==> src/rtl/mips_alu_pkg.sv <==
// mips_alu_pkg: shared definitions for the registered MIPS ALU with iterative
// multiply/divide. Holds the op-code encodings, the control FSM state type and
// helpers for sizing the iteration counter and classifying op codes.
package mips_alu_pkg;

   localparam logic [3:0] OP_AND   = 4'b0000;
   localparam logic [3:0] OP_OR    = 4'b0001;
   localparam logic [3:0] OP_ADD   = 4'b0010;
   localparam logic [3:0] OP_SLTU  = 4'b0011;
   localparam logic [3:0] OP_SUB   = 4'b0110;
   localparam logic [3:0] OP_SLT   = 4'b0111;
   localparam logic [3:0] OP_MULT  = 4'b1000;
   localparam logic [3:0] OP_MULTU = 4'b1001;
   localparam logic [3:0] OP_DIV   = 4'b1010;
   localparam logic [3:0] OP_DIVU  = 4'b1011;
   localparam logic [3:0] OP_NOR   = 4'b1100;
   localparam logic [3:0] OP_MFHI  = 4'b1101;
   localparam logic [3:0] OP_MFLO  = 4'b1110;

   typedef enum logic [1:0] {S_IDLE, S_RUN, S_FIX} state_t;

   // Counter must be able to hold WIDTH itself (the "finished" value).
   function automatic int cnt_w(input int w);
      return $clog2(w + 1);
   endfunction

   // Multi-cycle ops occupy codes 10xx; bit 1 selects divide, bit 0 unsigned.
   function automatic logic is_md(input logic [3:0] op);
      return op[3:2] == 2'b10;
   endfunction

endpackage

==> src/rtl/mips_md_iter.sv <==
// mips_md_iter: iterative multiply/divide datapath on unsigned magnitudes.
// One step per cycle while run is high, WIDTH steps in total.
//   load   : capture ma/mb/is_div and clear the counter
//   run    : perform one step (ignored once cnt == WIDTH)
//   p_hi   : multiply upper product half / divide remainder
//   p_lo   : multiply lower product half / divide quotient
//   cnt    : completed step count
//   last   : the step being done this cycle is the final one
module mips_md_iter import mips_alu_pkg::*; #(
   parameter int WIDTH = 32,
   parameter int CW    = cnt_w(WIDTH)
) (
   input  logic             clk,
   input  logic             reset,
   input  logic             load,
   input  logic             run,
   input  logic             is_div,
   input  logic [WIDTH-1:0] ma,
   input  logic [WIDTH-1:0] mb,
   output logic [WIDTH-1:0] p_hi,
   output logic [WIDTH-1:0] p_lo,
   output logic [CW-1:0]    cnt,
   output logic             last
);

   logic [WIDTH-1:0] d;
   logic             div_q;
   logic [WIDTH:0]   msum, rsh, rsub;
   logic             ge;

   always_comb begin
      // Shift-add: add multiplicand into the upper half when the current
      // multiplier bit (p_lo[0]) is set; the carry shifts down next.
      msum = {1'b0, p_hi} + (p_lo[0] ? {1'b0, d} : '0);
      // Restoring divide: bring the next dividend bit into the remainder.
      rsh  = {p_hi, p_lo[WIDTH-1]};
      rsub = rsh - {1'b0, d};
      ge   = rsh >= {1'b0, d};
      last = run && (cnt == CW'(WIDTH - 1));
   end

   always_ff @(posedge clk) begin
      if (reset) begin
         d     <= '0;
         div_q <= 1'b0;
         p_hi  <= '0;
         p_lo  <= '0;
         cnt   <= '0;
      end else if (load) begin
         d     <= mb;
         div_q <= is_div;
         p_hi  <= '0;
         p_lo  <= ma;
         cnt   <= '0;
      end else if (run && cnt != CW'(WIDTH)) begin
         if (div_q) begin
            p_hi <= ge ? rsub[WIDTH-1:0] : rsh[WIDTH-1:0];
            p_lo <= {p_lo[WIDTH-2:0], ge};
         end else begin
            p_hi <= msum[WIDTH:1];
            p_lo <= {msum[0], p_lo[WIDTH-1:1]};
         end
         cnt <= cnt + 1'b1;
      end
   end

endmodule

==> src/rtl/mips_alu_md.sv <==
// mips_alu_md: registered EX-stage ALU with start/done handshake, single-cycle
// logic/arith/compare ops, iterative MULT/MULTU/DIV/DIVU and HI/LO registers.
//   start/op/a/b : request, accepted when start && !busy
//   busy         : multi-cycle op in progress
//   done         : one-cycle pulse, result/zero/overflow (hi/lo for mul/div) valid
//   result/zero  : registered result and its zero flag
//   overflow     : signed overflow of ADD/SUB
//   div_zero     : divide by zero, valid with done
//   hi/lo        : architectural HI/LO
module mips_alu_md import mips_alu_pkg::*; #(
   parameter int WIDTH = 32
) (
   input  logic             clk,
   input  logic             reset,
   input  logic             start,
   input  logic [3:0]       op,
   input  logic [WIDTH-1:0] a,
   input  logic [WIDTH-1:0] b,
   output logic             busy,
   output logic             done,
   output logic [WIDTH-1:0] result,
   output logic             zero,
   output logic             overflow,
   output logic             div_zero,
   output logic [WIDTH-1:0] hi,
   output logic [WIDTH-1:0] lo
);

   localparam int CW = cnt_w(WIDTH);

   state_t           state;
   logic [3:0]       op_q;
   logic             sa_q, sb_q, bz_q;
   logic [WIDTH-1:0] a_q;

   logic             accept, load, is_sgn, sa, sb, last;
   logic [WIDTH-1:0] ma, mb, p_hi, p_lo, sum, diff, alu_res, hi_n, lo_n;
   logic             alu_ovf;
   logic [2*WIDTH-1:0] prod, sprod;
   logic [CW-1:0]    cnt;

   assign busy   = (state != S_IDLE);
   assign accept = start && (state == S_IDLE);
   assign load   = accept && is_md(op);

   // Signed ops work on magnitudes; -2^(WIDTH-1) negates to itself, which is
   // still the correct unsigned magnitude.
   always_comb begin
      is_sgn = (op == OP_MULT) || (op == OP_DIV);
      sa     = is_sgn && a[WIDTH-1];
      sb     = is_sgn && b[WIDTH-1];
      ma     = sa ? -a : a;
      mb     = sb ? -b : b;
   end

   mips_md_iter #(.WIDTH(WIDTH), .CW(CW)) u_iter (
      .clk    (clk),
      .reset  (reset),
      .load   (load),
      .run    (state == S_RUN),
      .is_div (op[1]),
      .ma     (ma),
      .mb     (mb),
      .p_hi   (p_hi),
      .p_lo   (p_lo),
      .cnt    (cnt),
      .last   (last)
   );

   always_comb begin
      sum     = a + b;
      diff    = a - b;
      alu_res = '0;
      alu_ovf = 1'b0;
      case (op)
         OP_AND:  alu_res = a & b;
         OP_OR:   alu_res = a | b;
         OP_NOR:  alu_res = ~(a | b);
         OP_ADD: begin
            alu_res = sum;
            alu_ovf = (a[WIDTH-1] == b[WIDTH-1]) && (sum[WIDTH-1] != a[WIDTH-1]);
         end
         OP_SUB: begin
            alu_res = diff;
            alu_ovf = (a[WIDTH-1] != b[WIDTH-1]) && (diff[WIDTH-1] != a[WIDTH-1]);
         end
         OP_SLT:  alu_res[0] = $signed(a) < $signed(b);
         OP_SLTU: alu_res[0] = a < b;
         OP_MFHI: alu_res = hi;
         OP_MFLO: alu_res = lo;
         default: alu_res = '0;
      endcase
   end

   // Sign correction: product negated when signs differ; quotient likewise,
   // remainder follows the dividend.
   always_comb begin
      prod  = {p_hi, p_lo};
      sprod = (sa_q ^ sb_q) ? -prod : prod;
      if (!op_q[1]) begin
         hi_n = sprod[2*WIDTH-1:WIDTH];
         lo_n = sprod[WIDTH-1:0];
      end else if (bz_q) begin
         hi_n = a_q;
         lo_n = '1;
      end else begin
         hi_n = sa_q ? -p_hi : p_hi;
         lo_n = (sa_q ^ sb_q) ? -p_lo : p_lo;
      end
   end

   always_ff @(posedge clk) begin
      if (reset) begin
         state    <= S_IDLE;
         op_q     <= '0;
         sa_q     <= 1'b0;
         sb_q     <= 1'b0;
         bz_q     <= 1'b0;
         a_q      <= '0;
         done     <= 1'b0;
         result   <= '0;
         zero     <= 1'b0;
         overflow <= 1'b0;
         div_zero <= 1'b0;
         hi       <= '0;
         lo       <= '0;
      end else begin
         done     <= 1'b0;
         div_zero <= 1'b0;
         case (state)
            S_IDLE: if (accept) begin
               if (is_md(op)) begin
                  op_q  <= op;
                  sa_q  <= sa;
                  sb_q  <= sb;
                  bz_q  <= (b == '0);
                  a_q   <= a;
                  state <= S_RUN;
               end else begin
                  result   <= alu_res;
                  zero     <= (alu_res == '0);
                  overflow <= alu_ovf;
                  done     <= 1'b1;
               end
            end
            S_RUN: if (last) state <= S_FIX;
            S_FIX: begin
               // Counter must have completed; anything else is an aborted op.
               if (cnt == CW'(WIDTH)) begin
                  hi       <= hi_n;
                  lo       <= lo_n;
                  result   <= lo_n;
                  zero     <= (lo_n == '0);
                  overflow <= 1'b0;
                  div_zero <= op_q[1] && bz_q;
                  done     <= 1'b1;
               end
               state <= S_IDLE;
            end
            default: state <= S_IDLE;
         endcase
      end
   end

endmodule

==> config.mk <==
export PLATFORM = sky130hd
export DESIGN_NAME = mips_alu_md
export DESIGN_NICKNAME = d
export VERILOG_FILES = /design/src/rtl/mips_alu_pkg.sv /design/src/rtl/mips_md_iter.sv /design/src/rtl/mips_alu_md.sv
export SDC_FILE = /design/constraint.sdc
export NUM_CORES = 1
export LEC_CHECK = 0
export CAP_MARGIN = 40
export CORE_UTILIZATION = 32
export DETAILED_ROUTE_END_ITERATION = 7
export PLACE_DENSITY = 0.54
export SLEW_MARGIN = 20
export SYNTH_ARGS = -nofsm -noshare
export SYNTH_HDL_FRONTEND = slang
export SYNTH_HIERARCHICAL = 1
export SYNTH_SLANG_ARGS = --single-unit
==> constraint.sdc <==
create_clock -name clk -period 4.2 [get_ports clk]
set_input_delay 0.42 -clock clk [delete_from_list [all_inputs] [get_ports clk]]
set_output_delay 0.42 -clock clk [all_outputs]
set_load 0.02 [all_outputs]
Word level (Yosys, flattened, before mapping)
Index checks and enable logic that the tools add are counted.

Div/mod/pow operators: 0. Eq/ne operators: 25. Multiplexer cells: 38. Multiply operators: 0. $lt $le $gt $ge: 3. Add/subtract/negate cells: 10. Bitwise operators: 6. Reduce and logical (&&, ||, !) cells: 24. Shift operators: 0.

Operators by type and width (count): $mux 32 (17); $pmux 31 s7 (1); $neg 32->32 (4); $logic_not 32->1 (3); $lt 32x32->1 (2); $mux 64 (1); $neg 64->64 (1); $pmux 32 s2 (1); $sub 32x32->32 (2); $add 32x32->33 (1); $ge 33x32->1 (1); $add 32x32->32 (1); $and 32x32->32 (1); $not 32->32 (1); $or 32x32->32 (1); $eq 4x4->1 const B (5); $logic_and 1x1->1 (9); $mux 1 (9); $pmux 1 s9 (1); $eq 4x2->1 const B (2); $eq 4x3->1 const B (2); $ne 2x2->1 const B (4); $pmux 1 s2 (4); $add 6x1->6 const B (1); other kinds (22) (31).

Output and inout bits: 101. RAM bits: 0. Bits in latches: 0. Bits in registers: 242. Bits in read-only memories: 0. Memories kept: 0.

Logic depth before layout (Yosys ltp)
Depth after elaboration: 7. Depth in mapped cells: 15. Depth with buffers taken out: 15.

Modules after synthesis
The synthesis kept the hierarchy.

By module, submodules not included: mips_alu_md (area each 14808.0 um^2, cells each 2120, instances 1); mips_md_iter (area each 8515.7 um^2, cells each 1096, instances 1).

Least setup slack after synthesis
OpenSTA, ideal clock, no wires.

Path kind: input -> register. Start: input port b[2]. End: register zero. Arrival time: 3.687 ns. Path buffers: 1. Path slack: 0.429 ns. Stages: 14. Data required time: 4.116 ns. Cell sequence: inv_1 > ha_1 > clkbuf_1 > nand2b_1 > a2111oi_1 > o31ai_1 > a211oi_1 > o21ai_1 > o21ai_0 > a21oi_1 > or4_1 > nor4_1 > nand4b_1 > o31ai_2.

Longest elaborated chain between the ends: 7.

Ends and longest elaborated chain: start, declared (line mips_alu_md.sv:18) `input logic [WIDTH-1:0] b,`; branches (longest 3 deep; another with $sub 32x32->32); $logic_not 32->1 * (line mips_alu_md.sv:141) `zero <= (alu_res == '0);`; $mux 1 * (line mips_alu_md.sv:132) `if (is_md(op)) begin`; $mux 1 * (line mips_alu_md.sv:131) `S_IDLE: if (accept) begin`; $pmux 1 s2 * (line mips_alu_md.sv:130) `case (state)`; end signal, assigned (line mips_alu_md.sv:141); end signal, assigned (line mips_alu_md.sv:153) `zero <= (lo_n == '0);`; end, declared (line mips_alu_md.sv:22) `output logic zero,`.

Mark *: on every way between the ends. The select of a mux whose other input is x is not followed. A chain may end at the register's enable or synchronous reset.

Worst setup path after layout
Start: input port a[0]. End: register zero.

Longest elaborated chain between the ends: 7.

Ends and longest elaborated chain: start, declared (line mips_alu_md.sv:17) `input logic [WIDTH-1:0] a,`; branches (longest 3 deep; another with $sub 32x32->32); $logic_not 32->1 * (line mips_alu_md.sv:141); $mux 1 * (line mips_alu_md.sv:132); $mux 1 * (line mips_alu_md.sv:131); $pmux 1 s2 * (line mips_alu_md.sv:130).

Marks and branches as above.

==> metrics.txt <==
Startpoint Class=input pin; core footprint=71900 um^2; pwr dens=271 nW/um^2; Net Sw Frac=36.0%; critical path depth=18; DRC violations left=0; FF+latch count, synth=241; commonest non-fill, non-tap cells in the layout=buf_4 (432), nor2_1 (362), nand2_1 (341); Worst slew margin=43.4%; Clock Skew=0.0131 ns; Min-Delay Path Depth=2; synthesis-to-finish area growth=28.3%; H-Tree Depth=1; FMAX=243 MHz; number of antenna violations at the first check in global routing=1; grt ovf=0; n_diodes=0; compound-gate portion of the synthesized area=28.8%; largest family of logic cells by synthesized area=compound AO/OA/AOI/OAI gates; largest net degree at the start of global routing=74; register share of total power=30.4%; average size of a mapped cell=7.25 um^2; die width=272 um; Hold Buf Count CTS=0; post-synthesis simple-gate area fraction=21.9%; DP Cell Count=4576; sequential area share after synthesis=20.7%; first-pass GRT wire length=160000 um; required time of the critical path=4.72 ns; syn_nets=3460; Buffers on Ports=171; Final min period=4.12 ns; IO Count=172; Gate power share=35.9%; Iteration-0 DRC Markers=2718; Synth Area in XOR/XNOR=8.07%; Hold Vio Cnt, Final=0; Root Buffer=clkbuf_16; vias in the first global route=24800; actual slew at the worst max-slew pin=0.842 ns; IR Drop Worst-Case VDD=361 uV; Final Cycle Share=98.1%; Post-Place Cell Area=28900 um^2; Chip Height=272 um; Post-CTS Setup Bufs=0; Netlist cell types=94; Post-Synth Adder-Cell Area=9.41%; family with the most delay on the worst path=compound AO/OA/AOI/OAI gates; Yosys top cell by area=dfxtp_1; post-synthesis mux area share=5.25%; row cnt=98; unrepaired setup endpoints after global routing=true; main flop type after synthesis=dfxtp_1; max incr delay on CP=0.58 ns; Area contributors post-synth=dfxtp_1 (21%), ha_1 (9.1%), a21oi_1 (6.9%), xnor2_1 (6.2%), nor2_1 (5.8%); NetSw=2.92 mW; WP buf/inv=5; leakage=12.0 nW; Hold WS=0.170 ns; FF-to-FF path depth=11; total routed wirelength=109000 um; Routed Antenna Nets=0; outcome=finished, final reports clean; initial core utilization=32.5%; Clock power frac=33.7%; dpl hpwl=88700 um; Worst-Skew Late Latency=0.61 ns; Max Fanout on Critical Path=3; WL per Instance=23.5 um; ordered list of cells on the worst path=clkdlybuf4s50_1, inv_1, ha_1, inv_1, fa_1, nand2b_1, a2111oi_4, buf_4, o31ai_2, a211oi_1, buf_4, o21ai_1, o21ai_0, a21oi_1, or4_1, nor4_1, nand4b_1, o31ai_2; max-cap violation count=0; share of cells above drive strength 1=14.8%; commonest non-fill, non-tap cell in the layout=buf_4; Pint=5.19 mW; Hold Path Class=in -> reg; layout net count=3902; worst endpoint data arrival time=4.64 ns; TritonRoute pass-1 iters=6; final cell count without fillers=4628; max-slew violations=0; Clock Tree Buf Depth=3; GRT Util Overall=28.5%; Final setup viols=0; area share of the largest cell type after synthesis=20.7%; TritonCTS clock tree=built; asr flop ratio synth=0%; number of flops mapped to enable cells by yosys=0; Setup Crit Path Kind=in -> reg; Post-Synthesis Cells=3216; total CTS buffers=29; clock-pin slew on the worst setup and hold paths=0.06 ns; fin area=29900 um^2; slowest cell on the critical path=or4_1; Synth Warn #=6; routability cong.=1.04; post-DR vias/cell=5.68; die area=74000 um^2; via count=26300; cell area after synthesis=23300 um^2; CTS Sinks=241; Worst setup EP type=flip-flop
routing by layer:
layer | vias to the layer above | global-route usage (%) | wire length [um] | share of wire (%)
li1 | 12600 | - | - | -
met5 | - | 0 | 8 | 0.0073
met3 | 142 | 2.35 | 7580 | 7.0
met1 | 12500 | 38.7 | 47700 | 44
met4 | 2 | 9.43 | 3920 | 3.6
met2 | 1019 | 47.2 | 49700 | 46
timing repair:
action	CTS	global route
setup endpoints to repair	1	4
pin swaps	0	1
hold endpoints to repair	0	0
gates resized for setup	1	6
cell families after synthesis:
logic type	Yosys count
adders and majority gates	173
xor gates and xnor gates	215
DFF	241
muxes	121
buffers and inverters	354
and+or+nand+nor	1095
AOI/OAI and AO/OA	1017
sequential cells by signal (all words and copies together) (netlist names):
register / cells
a_q: 32
state: 2
overflow: 1
u_iter/p_hi: 32
u_iter/cnt: 6
sb_q: 1
zero: 1
div_zero: 1
bz_q: 1
u_iter/d: 32
hi: 32
u_iter/p_lo: 32
result: 32
sa_q: 1
lo: 32
op_q: 1
done: 1
u_iter/div_q: 1
worst reg2reg max path, stage by stage (launching register included):
cell and delay [ns]:
dfxtp_1 0.30, or4_1 0.64, or4_4 0.54, o21ai_2 0.14, xnor2_1 0.12, or3_1 0.36
or4_1 0.53, or4_1 0.50, nor4_1 0.28, nand4_1 0.30, a21o_1 0.27, o31ai_2 0.05
cell type report:
type	instances	area, um^2
clock inverter	13	185
inverter	155	584
multi-input combinational	2621	17200
sequential	241	4830
tap	950	1190
timing repair buffer	610	5090
clock buffer	38	820
fill	7648	41900
Yosys cell counts (all sizes together) (20+ instances only):
| cell type | number |
|---|---|
| a221oi | 29 |
| buf | 32 |
| a211oi | 77 |
| xor2 | 51 |
| nand2 | 341 |
| nand4 | 43 |
| mux2i | 111 |
| nand3 | 45 |
| or3 | 25 |
| o31ai | 33 |
| inv | 153 |
| nor2b | 27 |
| o21ai | 174 |
| dfxtp | 241 |
| o211ai | 58 |
| ha | 169 |
| a21o | 39 |
| nor2 | 363 |
| nor3 | 61 |
| xnor2 | 164 |
| clkbuf | 167 |
| nor4 | 38 |
| and3 | 20 |
| and2 | 48 |
| a31oi | 42 |
| a21oi | 322 |
| o21a | 29 |
metrics by stage:
step                TNS (ns)  util, %  worst slack (ns)  power, mW
detailed placement     -2.77     40.2            -0.625       5.36
global placement       -2.30     40.1            -0.561       5.36
CTS                        0     41.6            0.0855       8.10
finish                     0     41.6            0.0794       8.11
global route         -0.0588     41.6           -0.0588       8.46
floorplan                  0        -             0.429       4.11
path summary, 6_finish.rpt:
kind	start	end	slack, ns
worst max-delay path	a[0]	zero	0.08
worst max register to register	u_iter/p_lo[4]	zero	0.08
worst min-delay path	reset	u_iter/p_lo[30]	0.17
worst min register to register	a_q[9]	a_q[9]	0.46
power by group through the flow:
stage	Clock, mW	Combinational [mW]	Sequential, mW
floorplan	0	1.61	2.50
global placement	0	2.85	2.51
detailed placement	0	2.84	2.51
CTS	2.78	2.86	2.46
global route	2.87	3.12	2.47
finish	2.74	2.91	2.46
Note: power is estimated with default switching activity, not from simulation.
